===== src/rtl/tlb_page_walker.sv =====
// Two-level hardware page-table walker feeding TLB refills or page faults.
// Optional WALKER_SUPERPAGE_EN accepts level-1 leaves as 4 MiB superpages.
module tlb_page_walker #(
  parameter  int unsigned TIMEOUT   = 255,
  localparam int unsigned BIT_COUNT = 32,
  localparam int unsigned PN_W      = 20
) (
  input  logic                 clk,
  input  logic                 rst,
  input  logic [BIT_COUNT-1:0] ptbr,
  input  logic                 flush,
  input  logic                 miss_valid,
  input  logic [BIT_COUNT-1:0] miss_va,
  output logic                 miss_ready,
  output logic                 mem_req,
  output logic [BIT_COUNT-1:0] mem_addr,
  input  logic                 mem_ack,
  input  logic [BIT_COUNT-1:0] mem_rdata,
  output logic                 fill_valid,
  output logic [PN_W-1:0]      fill_vpn,
  output logic [PN_W-1:0]      fill_ppn,
  output logic                 unfault,
  output logic                 page_fault,
  output logic [1:0]           fault_cause
);

  localparam int unsigned CW = $clog2(TIMEOUT + 1);

  localparam logic [1:0] CAUSE_INVALID = 2'b01;
  localparam logic [1:0] CAUSE_LEAF    = 2'b10;
  localparam logic [1:0] CAUSE_TIMEOUT = 2'b11;

  typedef enum logic [2:0] {IDLE, L1, L0, RESP, FAULT} state_e;

  state_e                 state_q, state_d;
  logic [PN_W-1:0]        vpn_q, vpn_d;
  logic [PN_W-1:0]        base_q, base_d;
  logic [CW-1:0]          cnt_q, cnt_d;
  logic                   drop_q, drop_d;
  logic                   miss_ready_q, miss_ready_d;
  logic                   mem_req_q, mem_req_d;
  logic [BIT_COUNT-1:0]   mem_addr_q, mem_addr_d;
  logic                   fill_valid_q, fill_valid_d;
  logic [PN_W-1:0]        fill_vpn_q, fill_vpn_d;
  logic [PN_W-1:0]        fill_ppn_q, fill_ppn_d;
  logic                   unfault_q, unfault_d;
  logic                   page_fault_q, page_fault_d;
  logic [1:0]             fault_cause_q, fault_cause_d;
  logic                   timed_out;
  logic                   unused_bits;

  assign timed_out   = (cnt_q == CW'(TIMEOUT - 1));
  assign unused_bits = ^{ptbr[11:0], miss_va[11:0], mem_rdata[11:2]};

  // Outputs are registered from the next-state decode so each pulse lines up
  // with the cycle the FSM sits in RESP/FAULT. A flush sampled on the same edge
  // as the final ack already folds into drop_d and suppresses that pulse.
  always_comb begin
    state_d       = state_q;
    vpn_d         = vpn_q;
    base_d        = base_q;
    cnt_d         = cnt_q;
    drop_d        = drop_q;
    mem_addr_d    = mem_addr_q;
    fill_vpn_d    = fill_vpn_q;
    fill_ppn_d    = fill_ppn_q;
    fault_cause_d = fault_cause_q;

    case (state_q)
      IDLE: begin
        if (miss_valid) begin
          vpn_d   = miss_va[31:12];
          base_d  = ptbr[31:12];
          cnt_d   = '0;
          drop_d  = 1'b0;
          state_d = L1;
        end
      end
      L1, L0: begin
        drop_d = drop_q | flush;
        if (mem_ack || timed_out) begin
          if (drop_d) begin
            state_d = IDLE;
            drop_d  = 1'b0;
          end else if (!mem_ack) begin
            state_d       = FAULT;
            fault_cause_d = CAUSE_TIMEOUT;
          end else if (!mem_rdata[0]) begin
            state_d       = FAULT;
            fault_cause_d = CAUSE_INVALID;
          end else if (!mem_rdata[1]) begin
            if (state_q == L1) begin
              state_d = L0;
              base_d  = mem_rdata[31:12];
              cnt_d   = '0;
            end else begin
              state_d       = FAULT;
              fault_cause_d = CAUSE_LEAF;
            end
          end else if (state_q == L0) begin
            state_d    = RESP;
            fill_ppn_d = mem_rdata[31:12];
          end else begin
`ifdef WALKER_SUPERPAGE_EN
            if (mem_rdata[21:12] != '0) begin
              state_d       = FAULT;
              fault_cause_d = CAUSE_LEAF;
            end else begin
              state_d    = RESP;
              fill_ppn_d = {mem_rdata[31:22], vpn_q[9:0]};
            end
`else
            state_d       = FAULT;
            fault_cause_d = CAUSE_LEAF;
`endif
          end
        end else begin
          cnt_d = cnt_q + CW'(1);
        end
      end
      RESP, FAULT: begin
        state_d = IDLE;
        drop_d  = 1'b0;
      end
      default: state_d = IDLE;
    endcase

    if (state_d == RESP) fill_vpn_d = vpn_q;

    if (state_d == L1)      mem_addr_d = {base_d, vpn_d[19:10], 2'b00};
    else if (state_d == L0) mem_addr_d = {base_d, vpn_d[9:0], 2'b00};

    miss_ready_d = (state_d == IDLE);
    mem_req_d    = (state_d == L1) || (state_d == L0);
    fill_valid_d = (state_d == RESP);
    unfault_d    = (state_d == RESP);
    page_fault_d = (state_d == FAULT);
  end

  always_ff @(posedge clk or negedge rst) begin
    if (!rst) begin
      state_q       <= IDLE;
      vpn_q         <= '0;
      base_q        <= '0;
      cnt_q         <= '0;
      drop_q        <= 1'b0;
      miss_ready_q  <= 1'b1;
      mem_req_q     <= 1'b0;
      mem_addr_q    <= '0;
      fill_valid_q  <= 1'b0;
      fill_vpn_q    <= '0;
      fill_ppn_q    <= '0;
      unfault_q     <= 1'b0;
      page_fault_q  <= 1'b0;
      fault_cause_q <= '0;
    end else begin
      state_q       <= state_d;
      vpn_q         <= vpn_d;
      base_q        <= base_d;
      cnt_q         <= cnt_d;
      drop_q        <= drop_d;
      miss_ready_q  <= miss_ready_d;
      mem_req_q     <= mem_req_d;
      mem_addr_q    <= mem_addr_d;
      fill_valid_q  <= fill_valid_d;
      fill_vpn_q    <= fill_vpn_d;
      fill_ppn_q    <= fill_ppn_d;
      unfault_q     <= unfault_d;
      page_fault_q  <= page_fault_d;
      fault_cause_q <= fault_cause_d;
    end
  end

  assign miss_ready  = miss_ready_q;
  assign mem_req     = mem_req_q;
  assign mem_addr    = mem_addr_q;
  assign fill_valid  = fill_valid_q;
  assign fill_vpn    = fill_vpn_q;
  assign fill_ppn    = fill_ppn_q;
  assign unfault     = unfault_q;
  assign page_fault  = page_fault_q;
  assign fault_cause = fault_cause_q;

endmodule


===== config.mk =====
export PLATFORM = sky130hd
export DESIGN_NAME = tlb_page_walker
export DESIGN_NICKNAME = d
export VERILOG_FILES = /design/src/rtl/tlb_page_walker.sv
export SDC_FILE = /design/constraint.sdc
export NUM_CORES = 1
export LEC_CHECK = 0
export ABC_AREA = 0
export BUFFER_PORTS_ARGS = -buffer_cell sky130_fd_sc_hd__buf_2
export CORE_MARGIN = 2
export CORE_UTILIZATION = 31
export CTS_BUF_LIST = sky130_fd_sc_hd__clkbuf_4 sky130_fd_sc_hd__clkbuf_8
export DETAILED_ROUTE_END_ITERATION = 6
export GPL_ROUTABILITY_DRIVEN = 0
export HOLD_SLACK_MARGIN = 0.03
export PLACE_DENSITY = 0.61
export SYNTH_ARGS = -nofsm -noshare
export SYNTH_HDL_FRONTEND = slang
export SYNTH_SLANG_ARGS = --single-unit

===== constraint.sdc =====
create_clock -name clk -period 2.35 [get_ports clk]
set_clock_uncertainty 0.15 [all_clocks]
set_input_delay 0.705 -clock clk [delete_from_list [all_inputs] [get_ports clk]]
set_output_delay 0.705 -clock clk [all_outputs]
set_load 0.01 [all_outputs]

Word level (Yosys, flattened, before mapping). Cells that the tools add are included.

Output and inout port bits: 79. Register bits after elaboration: 130. Logic and storage cells: 83. Input port bits: 101.

Reduce and logical (&&, ||, !) cells: 13. Add/sub/neg operators: 1. Bitwise operators: 2. Mux-type cells: 37. Eq/ne operators: 17.

Operators with widths (number): two-way mux 20 bit (9); two-way mux 32 bit (2); two-way mux 8 bit (7); one-hot mux 20 bit (2 select lines) (1); two-way mux 3 bit (8); one-hot mux 8 bit (2 select lines) (1); inequality test 3 bit, second input constant (5); AND reduction 7 bit (2); equality test 3 x 2 -> 1 bit, second input constant (4); two-way mux 2 bit (5); adder 8 x 1 -> 8 bit, second input constant (1); equality test 8 bit, second input constant (1); inequality test 4 bit, second input constant (2); equality test 3 x 1 -> 1 bit, second input constant (2); equality test 3 bit, second input constant (2); zero test 3 bit (2); one-hot mux 3 bit (2 select lines) (1); AND reduction 5 bit (1); nonzero test 2 bit (2); OR reduction 2 bit (2); one-hot mux 1 bit (3 select lines) (1); nonzero test 3 bit (1); logical OR 1 bit (2); two-way mux 1 bit (2); other kinds (4) (4).

Longest topological paths before layout.
Depth in word-level cells: 11. Depth in mapped cells: 8. Gate-level depth less buffers: 7.

Worst setup path before layout. Ideal clock, no wire load.

Path kind: input port to flip-flop. From: input mem_rdata[1]. To: register mem_addr_q[16], in the netlist mem_addr[16]. Path buffers: 1. Library setup time: 0.079 ns. Setup slack: 0.003 ns. Arrival: 2.117 ns. Stages on the path: 6. Required time: 2.121 ns. Path through: or3b_1 -> a211oi_2 -> a21oi_1 -> a21oi_4 -> buf_6 -> mux2i_1.

Longest elaborated chain between the ends: 8. Elaborated cells between the ends (all ways): 17. Classes of those cells: eq/ne: 2; mux: 14; reduce/logical: 1.

RTL lines: start: declaration (line 18) `input logic [BIT_COUNT-1:0] mem_rdata,`; two-way mux 3 bit / two-way mux 20 bit (equally long branches) (line 91) `end else if (!mem_rdata[1]) begin`; two-way mux 3 bit / two-way mux 20 bit (equally long branches) (line 88) `end else if (!mem_rdata[0]) begin`; two-way mux 3 bit / two-way mux 20 bit (equally long branches) (line 85) `end else if (!mem_ack) begin`; two-way mux 3 bit / two-way mux 20 bit (equally long branches) (line 82) `if (drop_d) begin`; two-way mux 3 bit / two-way mux 20 bit (equally long branches) (line 81) `if (mem_ack || timed_out) begin`; one-hot mux 3 bit (2 select lines) / one-hot mux 20 bit (2 select lines) (equally long branches) (line 69) `case (state_q)`; equality test 3 x 1 -> 1 bit, or another cell as far along (line 130) `if (state_d == L1) mem_addr_d = {base_d, vpn_d[19:10], 2'b00};`; two-way mux 32 bit / nonzero test 2 bit (equally long branches); end signal: assignment (line 164) `mem_addr_q <= mem_addr_d;`; end: declaration (line 42) `logic [BIT_COUNT-1:0] mem_addr_q, mem_addr_d;`.

Several ways; a longest one is shown, not always the timed one. The select of a mux whose other input is x is not followed. A chain may end at the register's enable or synchronous reset.

Final worst setup path.
From: register state_q[2]. To: register mem_addr_q[15], in the netlist mem_addr[15].

Longest elaborated chain between the ends: 10. Elaborated cells between the ends (all ways): 25. Classes of those cells: eq/ne: 4; mux: 18; reduce/logical: 3.

RTL lines: start: declaration (line 35) `state_e state_q, state_d;`; start signal: assignment (line 157) `state_q <= state_d;`; equality test 3 x 2 -> 1 bit / equality test 3 x 1 -> 1 bit (equally long branches) (line 69, 100, 92); two-way mux 3 bit, or another cell as far along (line 100) `end else if (state_q == L0) begin`; two-way mux 3 bit / two-way mux 20 bit (equally long branches) (line 91); two-way mux 3 bit / two-way mux 20 bit (equally long branches) (line 88); two-way mux 3 bit / two-way mux 20 bit (equally long branches) (line 85); two-way mux 3 bit / two-way mux 20 bit (equally long branches) (line 82); two-way mux 3 bit / two-way mux 20 bit (equally long branches) (line 81); one-hot mux 3 bit (2 select lines) / one-hot mux 20 bit (2 select lines) (equally long branches) (line 69); equality test 3 x 1 -> 1 bit, or another cell as far along (line 130); two-way mux 32 bit / nonzero test 2 bit (equally long branches).

Several ways; a longest one is shown, not always the timed one. The select of a mux whose other input is x is not followed.

==> results_dict.tcl <==
set metrics [dict create \
    status "completed" \
    final_standard_cell_count_with_taps_included_and_fillers_excluded 872 \
    worst_path_largest_cell_delay_ns 0.58 \
    antenna_found_initial 0 \
    wirelength_um 13500 \
    worstPathBufferInverterCount 2 \
    holdCritPathClass "reg -> reg" \
    dr.pass1.iters 6 \
    cp_slowest_cell "or3_2" \
    timing_hold_violations_final 0 \
    finalWorstPathRequiredPeriod_ns 2.19 \
    setup_viol 0 \
    mappedNetlistArea_mm2 0.00534 \
    buffer_ports.inserted 143 \
    leading_cell_types_in_the_layout_fill_and_taps_excluded "buf_2, nand2_1, dfrtp_1" \
    layout.cell_area.non_filler_mm2 0.00685 \
    layout.cells.most_common "buf_2" \
    syn-instance-count 481 \
    vias 4115 \
    cpLargestDelayFamily "simple AND/OR/NAND/NOR gates" \
    dieWidth_um 135 \
    dieArea_mm2 0.0183 \
    wire_per_inst_um 15.5 \
    seq_area_frac_synth 0.600 \
    clock_insertion_delay_worst_skew_ns 0.43 \
    ios 180 \
    power_per_cell_area_mw_per_mm2 1080 \
    placed_cells 840 \
    timing.reg2reg.worst_path_depth 6 \
    critical_path.max_fanout 6 \
    min_period_over_period 0.932 \
    synth_seq_cells 128 \
    core_area_mm2 0.0167 \
    startpoint_type "flop" \
    worst_case_headroom_to_the_max_slew_limit 0.576 \
    grt_overflow 0 \
    critPathArrivalTime_ns 2.33 \
    post_drt_via_cell_ratio 4.72 \
    critPathCaptureType "flop" \
    cts-htree-levels 4 \
    initial_standard_cell_utilization_of_the_core 0.320 \
    power_mw 7.40 \
    grt_setup_unrepaired "no" \
    row_count 47 \
    min_path_cells 2 \
    clock-sinks 128 \
    design.final.nets 743 \
    final_layout_size_suffix_gt1_frac 0.368 \
    synth.yosys.warnings 0 \
    post_synth.cell_area_avg_um2 11.1 \
    hpwl_um 9750 \
    whs_ns 0.317 \
    chain_of_cells_forming_the_critical_path "or3_4, or3_2, clkinv_4, a21oi_4, buf_4, mux2i_1" \
    leakage_power_figure_nw 3.63 \
    timing.fmax_mhz 457 \
    diodes 0 \
    synth_cell_types 42 \
    chipHeight_um 135 \
    detailed_place.area_mm2 0.00646 \
    number_of_buffers_created_by_cts 17 \
    power.ir.vdd_worst_uv 383 \
    crit_cells 6 \
    number_of_global_route_vias_before_repair 4301 \
    grt_util_all_layers 0.155 \
    clock_tree_from_tritoncts "done" \
    worst_path_required_ns 2.49 \
    timing_worst_setup_path_type "reg -> reg" \
    end_of_flow_core_utilization 0.410 \
    worst_setup_hold_path_clk_slew_ns 0.07 \
    global_route_wire_length_before_repair_um 21700 \
    drt_iter0_drc 253 \
    timing_max_transition_violations_final 0 \
    maxCapViolations 0 \
    clockRootBuffer "clkbuf_8" \
    drcViolationCount 0 \
    area_growth_syn_to_layout_pct 28.2 \
    worst_pin_slew_ns 0.630 \
    detail-route-antenna-nets 0 \
    grt_max_degree 50 \
    clockBufferDepth 2 \
]
kinds of logic (layout without fill, tap and decap cells):
kind of cell / count (synthesis) / after routing / synth area share
other cells: 1 / 2 / 0.000702
fa+ha+maj: 2 / 2 / 0.00468
flops: 128 / 128 / 0.600
buf+inv: 77 / 247 / 0.0672
compound gates: 63 / 63 / 0.106
simple gates: 164 / 164 / 0.131
mux: 45 / 45 / 0.0890
xor+xnor: 1 / 1 / 0.00164
timing repair:
action,in CTS,in global routing
buffers inserted,0,0
endpoints found under the setup margin,1,1
hold buffers,1,0
hold endpoints to repair,22,0
gates resized for setup,1,1
worst min-delay path, delay by kind of cell (launching register included):
kind,cells,cell delay [ns]
DFF,1,0.34
and+or+nand+nor,2,0.10
metal layers:
| layer | global-route usage | vias to the layer above | part of all wire |
|---|---|---|---|
| li1 | - | 1946 | - |
| met1 | 0.187 | 2025 | 0.43 |
| met2 | 0.259 | 120 | 0.49 |
| met3 | 0.0340 | 24 | 0.042 |
| met4 | 0.0810 | 0 | 0.030 |
| met5 | 0 | - | 0 |
per-stage QoR:
| stage | TNS, ns | worst slack, ns |
|---|---|---|
| global route | 0 | 0.0519 |
| CTS | 0 | 0.149 |
| floorplan | 0 | 0.00321 |
| global placement | -14.09 | -0.209 |
| detailed placement | -18.75 | -0.255 |
| finish | 0 | 0.160 |
report_power, final:
part / leakage, nW / switching, mW / internal [mW]
clock network: 0.197 / 0.812 / 0.966
registers: 1.63 / 0.377 / 2.91
logic: 1.81 / 1.19 / 1.15
total: 3.63 / 2.38 / 5.02
flip-flops by register name (all words and copies together), names as in the netlist, 2 cells and up:
register / flops
fill_ppn: 20
state_q: 3
fault_cause: 2
fill_vpn: 20
vpn_q: 20
mem_addr: 30
cnt_q: 8
base_q: 20
final timing paths:
path / from / end / slack [ns]
worst max-delay path: state_q[2]$_DFF_PN0_ / mem_addr[15]$_DFFE_PN0P_ / 0.16
worst min-delay path: vpn_q[12]$_DFF_PN0_ / fill_vpn[12]$_DFFE_PN0N_ / 0.32
worst max register to register: state_q[2]$_DFF_PN0_ / mem_addr[15]$_DFFE_PN0P_ / 0.16
worst min register to register: vpn_q[12]$_DFF_PN0_ / fill_vpn[12]$_DFFE_PN0N_ / 0.32
max in group asynchronous: rst / vpn_q[10]$_DFF_PN0_ / 0.84
min in group asynchronous: rst / vpn_q[19]$_DFF_PN0_ / 0.61
cell type report:
type	instances	area, um2
clock inverter	6	57.6
tap	220	275
sequential	128	3200
clock buffer	25	313
timing repair buffer	169	1020
multi-input combinational	277	1800
inverter	47	181
fill	1646	9850
cell usage after synthesis:
| master | number | share of area |
|---|---|---|
| a211oi_1 | 1 | 0.0014 |
| a211oi_2 | 1 | 0.0023 |
| a21oi_1 | 8 | 0.0075 |
| a21oi_4 | 1 | 0.0030 |
| a222oi_1 | 20 | 0.037 |
| a22oi_1 | 1 | 0.0014 |
| a2bb2oi_2 | 10 | 0.028 |
| a31oi_1 | 6 | 0.0070 |
| a41oi_1 | 1 | 0.0016 |
| and3_1 | 1 | 0.0012 |
| and4_1 | 1 | 0.0016 |
| buf_1 | 1 | 0.00070 |
| buf_2 | 13 | 0.012 |
| buf_4 | 3 | 0.0042 |
| buf_6 | 5 | 0.011 |
| clkbuf_1 | 8 | 0.0056 |
| clkinv_4 | 1 | 0.0016 |
| conb_1 | 1 | 0.00070 |
| dfrtp_1 | 127 | 0.59 |
| dfstp_2 | 1 | 0.0049 |
| ha_1 | 2 | 0.0047 |
| inv_1 | 46 | 0.032 |
| mux2_2 | 20 | 0.042 |
| mux2i_1 | 25 | 0.047 |
| nand2_1 | 132 | 0.093 |
| nand2b_1 | 3 | 0.0035 |
| nand3_1 | 1 | 0.00094 |
| nand3b_1 | 1 | 0.0014 |
| nand4_1 | 4 | 0.0047 |
| nand4b_1 | 1 | 0.0016 |
| nor2_1 | 6 | 0.0042 |
| nor3_1 | 4 | 0.0037 |
| nor4_1 | 2 | 0.0023 |
| nor4_2 | 1 | 0.0023 |
| nor4b_1 | 2 | 0.0033 |
| o21ai_0 | 2 | 0.0019 |
| o22ai_1 | 12 | 0.014 |
| or2_2 | 2 | 0.0023 |
| or3_1 | 1 | 0.0012 |
| or3_4 | 1 | 0.0021 |
| or3b_1 | 1 | 0.0016 |
| xnor2_1 | 1 | 0.0016 |
(Power assumes the default switching activity.)
